**src/rtl/blink_monitor.sv**
```systemverilog
// Blink input monitor: synchronizes blink_in, measures the toggle interval, checks it against EXP_HALF+/-TOL and tracks lock.
// Optional loss-of-signal timeout is built when BLINK_MONITOR_TIMEOUT_EN is defined.
module blink_monitor #(
  parameter int CLK_FREQ   = 25_000_000,
  parameter int EXP_HALF   = CLK_FREQ / 4,
  parameter int TOL        = EXP_HALF / 16,
  parameter int LOCK_COUNT = 4,
  parameter int TIMEOUT    = 2 * EXP_HALF
) (
  input  logic        clk,
  input  logic        rst,
  input  logic        blink_in,
  output logic [31:0] half_period,
  output logic        meas_valid,
  output logic        in_tol,
  output logic        locked,
  output logic        timeout
);

  localparam logic [1:0] SEEK   = 2'd0;
  localparam logic [1:0] TRACK  = 2'd1;
  localparam logic [1:0] LOCKED = 2'd2;

  logic [1:0]         state;
  logic               s1, s2, s3;
  logic               toggle;
  logic [31:0]        cnt;
  logic               cnt_sat;
  logic [31:0]        meas;
  logic signed [32:0] diff;
  logic [32:0]        mag;
  logic               meas_tol;
  logic [7:0]         good_cnt;
  logic [7:0]         good_next;
  logic               lock_hit;
  logic               to_hit;

  assign toggle    = s2 ^ s3;
  assign cnt_sat   = &cnt;
  // A saturated counter is reported as-is rather than wrapping to zero.
  assign meas      = cnt_sat ? '1 : cnt + 32'd1;
  assign diff      = $signed({1'b0, meas}) - $signed(33'(EXP_HALF));
  assign mag       = diff[32] ? 33'(-diff) : 33'(diff);
  assign meas_tol  = !cnt_sat && (mag <= 33'(TOL));
  assign good_next = good_cnt + 8'd1;
  assign lock_hit  = (good_next == 8'(LOCK_COUNT));

`ifdef BLINK_MONITOR_TIMEOUT_EN
  assign to_hit = (state != SEEK) && !toggle && (cnt == 32'(TIMEOUT - 1));

  always_ff @(posedge clk) begin
    if (rst)          timeout <= 1'b0;
    else if (toggle)  timeout <= 1'b0;
    else if (to_hit)  timeout <= 1'b1;
  end
`else
  assign to_hit  = 1'b0;
  assign timeout = 1'b0;
`endif

  always_ff @(posedge clk) begin
    if (rst) begin
      s1          <= 1'b0;
      s2          <= 1'b0;
      s3          <= 1'b0;
      cnt         <= '0;
      state       <= SEEK;
      good_cnt    <= '0;
      half_period <= '0;
      meas_valid  <= 1'b0;
      in_tol      <= 1'b0;
      locked      <= 1'b0;
    end else begin
      s1         <= blink_in;
      s2         <= s1;
      s3         <= s2;
      meas_valid <= 1'b0;

      if (toggle)        cnt <= '0;
      else if (!cnt_sat) cnt <= cnt + 32'd1;

      case (state)
        SEEK: begin
          if (toggle) state <= TRACK;
        end
        TRACK, LOCKED: begin
          if (toggle) begin
            half_period <= meas;
            in_tol      <= meas_tol;
            meas_valid  <= 1'b1;
            if (meas_tol) begin
              if (state == TRACK) begin
                good_cnt <= good_next;
                if (lock_hit) begin
                  state  <= LOCKED;
                  locked <= 1'b1;
                end
              end
            end else begin
              good_cnt <= '0;
              state    <= TRACK;
              locked   <= 1'b0;
            end
          end else if (to_hit) begin
            state    <= SEEK;
            locked   <= 1'b0;
            good_cnt <= '0;
          end
        end
        default: state <= SEEK;
      endcase
    end
  end

endmodule

```
**config.mk**
```make
export PLATFORM = sky130hd
export DESIGN_NAME = blink_monitor
export DESIGN_NICKNAME = d
export VERILOG_FILES = /design/src/rtl/blink_monitor.sv
export SDC_FILE = /design/constraint.sdc
export NUM_CORES = 1
export LEC_CHECK = 0
export ABC_AREA = 0
export BUFFER_PORTS_ARGS = -buffer_cell sky130_fd_sc_hd__buf_2
export CAP_MARGIN = 20
export CORE_ASPECT_RATIO = 1.25
export CORE_MARGIN = 5
export CORE_UTILIZATION = 45
export DETAILED_ROUTE_END_ITERATION = 6
export SYNTH_ARGS = -nofsm -noshare
export SYNTH_HDL_FRONTEND = slang
export SYNTH_SLANG_ARGS = --single-unit
```
**constraint.sdc**
```tcl
create_clock -name clk -period 14.3 [get_ports clk]
set_input_delay 2.86 -clock clk [delete_from_list [all_inputs] [get_ports clk]]
set_output_delay 2.86 -clock clk [all_outputs]
set_load 0.05 [all_outputs]
```
==> reports/qor.json <==
{
  "run_status": {"value": "finished, final reports clean"},
  "power_density_relative_to_cell_area": {"value": 94.1, "unit": "nW/um^2"},
  "timing_hold_violations_final": {"value": 0},
  "finalNetCount": {"value": 725},
  "max_cap_violations": {"value": 0},
  "chipWidth": {"value": 109, "unit": "um"},
  "design.die.area": {"value": 14600, "unit": "um^2"},
  "setup-tns-final": {"value": 0, "unit": "ns"},
  "timing.critical_path.arrival": {"value": 6.58, "unit": "ns"},
  "place_hpwl": {"value": 12.6, "unit": "mm"},
  "layout-drive-gt1-share": {"value": 12.9, "unit": "%"},
  "dpl_cell_area": {"value": 5720, "unit": "um^2"},
  "post-synth-top-area-cell": {"value": "sky130_fd_sc_hd__dfxtp_1"},
  "worst_ep_required_time": {"value": 14.57, "unit": "ns"},
  "holdPathStages": {"value": 1},
  "dp_worst_setup_slack": {"value": 8.11, "unit": "ns"},
  "period_needed": {"value": 6.30, "unit": "ns"},
  "synth_edf_count": {"value": 0},
  "critical_path.reg2reg.endpoint": {"value": "good_cnt[3]$_SDFFE_PP0P_"},
  "final_wtd_congestion": {"value": 0.987},
  "maximum_number_of_pins_on_one_net_before_global_route_repair": {"value": 55},
  "yosys_register_bits": {"value": 80},
  "synthesis.yosys.warnings": {"value": 0},
  "post_synth_num_cell_types": {"value": 82},
  "grt.total_usage": {"value": 23.0, "unit": "%"},
  "synth_cells": {"value": 706},
  "post_cts.resized_instances": {"value": 0},
  "power.leakage": {"value": 2.37, "unit": "nW"},
  "timing.setup.critical_path_class": {"value": "flop to flop"},
  "fmax": {"value": 159, "unit": "MHz"},
  "area_of_the_core": {"value": 12100, "unit": "um^2"},
  "clock_insertion_delay_worst_skew": {"value": 0.34, "unit": "ns"},
  "die_height": {"value": 134, "unit": "um"},
  "syn_avg_cell_area": {"value": 7.83, "unit": "um^2"},
  "final_critical_path_setup_slack": {"value": 8.00, "unit": "ns"},
  "async_reset_ff_share": {"value": 0, "unit": "%"},
  "wl_per_cell": {"value": 19.0, "unit": "um"},
  "worst_ir_drop_vdd": {"value": 72.7, "unit": "uV"},
  "post-cts-setup-buffer-count": {"value": 0},
  "relative_slew_slack": {"value": 33.3, "unit": "%"},
  "holdBufCountCts": {"value": 0},
  "period_share": {"value": 44.1, "unit": "%"},
  "layout.filler_cells": {"value": 1241},
  "port_buffers": {"value": 37},
  "clockBufferDepth": {"value": 2},
  "seq_area_frac_synth": {"value": 29.0, "unit": "%"},
  "first_global_vias": {"value": 5023},
  "first_pass_iters": {"value": 5},
  "final_core_util": {"value": 49.9, "unit": "%"},
  "worst-r2r-cell-count": {"value": 20},
  "core.rowCount": {"value": 45},
  "setup.reg_to_reg.worst_slack": {"value": 8.00, "unit": "ns"},
  "drt.antenna.violating_nets": {"value": 0},
  "h-tree-depth": {"value": 3},
  "globalRoute.totalOverflow": {"value": 0},
  "kind_of_launch_point_of_the_worst_setup_path": {"value": "flop"},
  "slew_violations": {"value": 0},
  "fin_worst_hold_slack": {"value": 0.446, "unit": "ns"},
  "rsz0062_at_grt": {"value": "no"},
  "post_synth_instance_area": {"value": 5530, "unit": "um^2"},
  "pin_count": {"value": 39},
  "r2r_startpoint": {"value": "cnt[0]$_SDFFE_PP0N_"},
  "worst_hold_startpoint": {"value": "s1$_SDFF_PP0_"},
  "floorplan.initialDensity": {"value": 45.6, "unit": "%"},
  "tritoncts": {"value": "yes"},
  "holdCritPathClass": {"value": "flop to flop"},
  "fin_skew": {"value": 0.00979, "unit": "ns"},
  "worst_margin_pin_slew": {"value": 1.00, "unit": "ns"},
  "antenna_cells_inserted": {"value": 0},
  "area_delta_synth_final": {"value": 9.22, "unit": "%"},
  "detailedRoute.firstIterationViolations": {"value": 357},
  "synthTopCellsByArea": {"value": "sky130_fd_sc_hd__dfxtp_1 29%, sky130_fd_sc_hd__nor2_1 8.5%, sky130_fd_sc_hd__xnor2_1 5.5%"},
  "design_power_total": {"value": 0.568, "unit": "mW"},
  "route.detailed.vias_per_inst": {"value": 6.00},
  "dominantRegCellSynth": {"value": "sky130_fd_sc_hd__dfxtp_1"},
  "critical_path.max_fanout": {"value": 20},
  "fin_area": {"value": 6030, "unit": "um^2"},
  "timing.critical_path.to_type": {"value": "flop"},
  "route.final.wire_length": {"value": 16.7, "unit": "mm"},
  "antenna_found_initial": {"value": 0},
  "hold_end": {"value": "s2$_SDFF_PP0_"},
  "postSynthNetCount": {"value": 717},
  "clock_tree.root_cell": {"value": "sky130_fd_sc_hd__clkbuf_16"},
  "yosysTopAreaCellShare": {"value": 29.0, "unit": "%"},
  "final_cells": {"value": 883},
  "setup_viol_count_final": {"value": 0},
  "first_pass_grt_wire_length": {"value": 26.6, "unit": "mm"},
  "cts_inserted_buffers": {"value": 9},
  "clk_transition_reported_paths": {"value": 0.07, "unit": "ns"},
  "dr_total_vias": {"value": 5301},
  "cts.sinks": {"value": 80},
  "place.detailed.instances": {"value": 867},
  "drcViolationCount": {"value": 0}
}
metal layers:
metal  part of all wire [%]  track usage (%)  up-vias  wire (um)
met2                     51             40.5      142       8530
met5                      0                0        -          0
met4                    4.3             11.2        0        718
li1                       -                -     2573          -
met1                     42             27.0     2536       6970
met3                    3.1             3.03       50        520
sequential cells by signal, summed over array words and instances (netlist names):
register and flops:
cnt 32, meas_valid 1, locked 1, s3 1
s1 1, good_cnt 8, s2 1, half_period 32
state 2, in_tol 1
worst max-delay path, cell delays in order, from the launching register on:
cell                        delay, ns
sky130_fd_sc_hd__dfxtp_1         0.52
sky130_fd_sc_hd__ha_1            0.46
sky130_fd_sc_hd__and4_1          0.41
sky130_fd_sc_hd__nand4_1         0.29
sky130_fd_sc_hd__nor3_2          0.17
sky130_fd_sc_hd__buf_4           0.29
sky130_fd_sc_hd__nor2_1          0.14
sky130_fd_sc_hd__ha_1            0.36
sky130_fd_sc_hd__and4_1          0.25
sky130_fd_sc_hd__a32oi_1         0.29
sky130_fd_sc_hd__nor2_1          0.14
sky130_fd_sc_hd__o31ai_4         0.39
sky130_fd_sc_hd__o211ai_4        0.12
sky130_fd_sc_hd__and3_4          0.24
sky130_fd_sc_hd__or4_1           0.52
sky130_fd_sc_hd__o31a_1          0.13
sky130_fd_sc_hd__or3_1           0.38
sky130_fd_sc_hd__mux2i_1         0.22
sky130_fd_sc_hd__o21a_1          0.49
sky130_fd_sc_hd__nand4_2         0.20
sky130_fd_sc_hd__o2bb2ai_1       0.19
synthesized netlist by cell type (5+ instances only):
cell	n
sky130_fd_sc_hd__a211oi_1	23
sky130_fd_sc_hd__a21oi_1	38
sky130_fd_sc_hd__a31oi_1	7
sky130_fd_sc_hd__a32oi_1	6
sky130_fd_sc_hd__and2_1	11
sky130_fd_sc_hd__and3_1	9
sky130_fd_sc_hd__and4_1	11
sky130_fd_sc_hd__buf_2	8
sky130_fd_sc_hd__buf_4	5
sky130_fd_sc_hd__clkbuf_1	25
sky130_fd_sc_hd__dfxtp_1	80
sky130_fd_sc_hd__ha_1	8
sky130_fd_sc_hd__inv_1	18
sky130_fd_sc_hd__mux2i_1	12
sky130_fd_sc_hd__nand2_1	52
sky130_fd_sc_hd__nand2b_1	5
sky130_fd_sc_hd__nand3_1	25
sky130_fd_sc_hd__nand4_1	22
sky130_fd_sc_hd__nor2_1	125
sky130_fd_sc_hd__nor2b_1	8
sky130_fd_sc_hd__nor3_1	14
sky130_fd_sc_hd__nor4_1	11
sky130_fd_sc_hd__o21ai_0	17
sky130_fd_sc_hd__o31ai_1	6
sky130_fd_sc_hd__or3_1	6
sky130_fd_sc_hd__or4_1	5
sky130_fd_sc_hd__xnor2_1	35
sky130_fd_sc_hd__xor2_1	15
kinds of logic (layout without fill, tap and decap cells):
| group | Yosys count | count (layout) | share of synthesized area [%] |
|---|---|---|---|
| other | 1 | 1 | 0.0679 |
| adder cells (fa/ha/maj) | 8 | 8 | 1.81 |
| buffers and inverters | 61 | 74 | 5.14 |
| AO/OA/AOI/OAI | 150 | 150 | 19.3 |
| AND/OR/NAND/NOR | 340 | 340 | 33.3 |
| XOR/XNOR | 53 | 53 | 8.94 |
| multiplexers | 13 | 13 | 2.38 |
| flip-flops | 80 | 80 | 29.0 |
power breakdown:
part	internal (mW)	total (mW)	leakage, nW	switching [mW]
Combinational	0.0206	0.0823	1.57	0.0617
Clock	0.143	0.246	0.156	0.103
Sequential	0.232	0.239	0.647	0.00719
cells in the final DEF (no fill, tap or decap), types with 9 or more instances in the layout:
master	instances
sky130_fd_sc_hd__xor2_1	15
sky130_fd_sc_hd__xnor2_1	35
sky130_fd_sc_hd__dfxtp_1	80
sky130_fd_sc_hd__a21oi_1	38
sky130_fd_sc_hd__and2_1	10
sky130_fd_sc_hd__nand3_1	25
sky130_fd_sc_hd__and4_1	11
sky130_fd_sc_hd__clkbuf_16	9
sky130_fd_sc_hd__nor2_1	125
sky130_fd_sc_hd__buf_2	37
sky130_fd_sc_hd__o21ai_0	17
sky130_fd_sc_hd__nand2_1	52
sky130_fd_sc_hd__nor4_1	11
sky130_fd_sc_hd__mux2i_1	12
sky130_fd_sc_hd__inv_1	18
sky130_fd_sc_hd__a211oi_1	23
sky130_fd_sc_hd__and3_1	9
sky130_fd_sc_hd__nand4_1	22
sky130_fd_sc_hd__nor3_1	14
area by class of cell:
type / count / area (um^2) / share of cell area (%)
Multi-Input combinational cell: 565 / 3640 / 60.3
Clock inverter: 6 / 72.6 / 1.20
Sequential cell: 80 / 1600 / 26.5
Inverter: 18 / 67.6 / 1.12
Clock buffer: 10 / 239 / 3.96
Timing Repair Buffer: 40 / 208 / 3.44
Tap cell: 164 / 205 / 3.40
worst max path at each step:
| stage | to | depth (start not counted) | slack [ns] | from |
|---|---|---|---|---|
| floorplan | state[0]$_SDFFE_PP0P_ | 23 | 9.15 | cnt[24]$_SDFFE_PP0N_ |
| global placement | state[0]$_SDFFE_PP0P_ | 20 | 8.38 | cnt[0]$_SDFFE_PP0N_ |
| detailed placement | good_cnt[3]$_SDFFE_PP0P_ | 20 | 8.11 | cnt[0]$_SDFFE_PP0N_ |
| CTS | good_cnt[3]$_SDFFE_PP0P_ | 20 | 8.11 | cnt[0]$_SDFFE_PP0N_ |
| global route | good_cnt[3]$_SDFFE_PP0P_ | 20 | 7.44 | cnt[1]$_SDFFE_PP0N_ |
| finish | good_cnt[3]$_SDFFE_PP0P_ | 20 | 8.00 | cnt[0]$_SDFFE_PP0N_ |
Note: power is estimated with default switching activity, not from simulation.
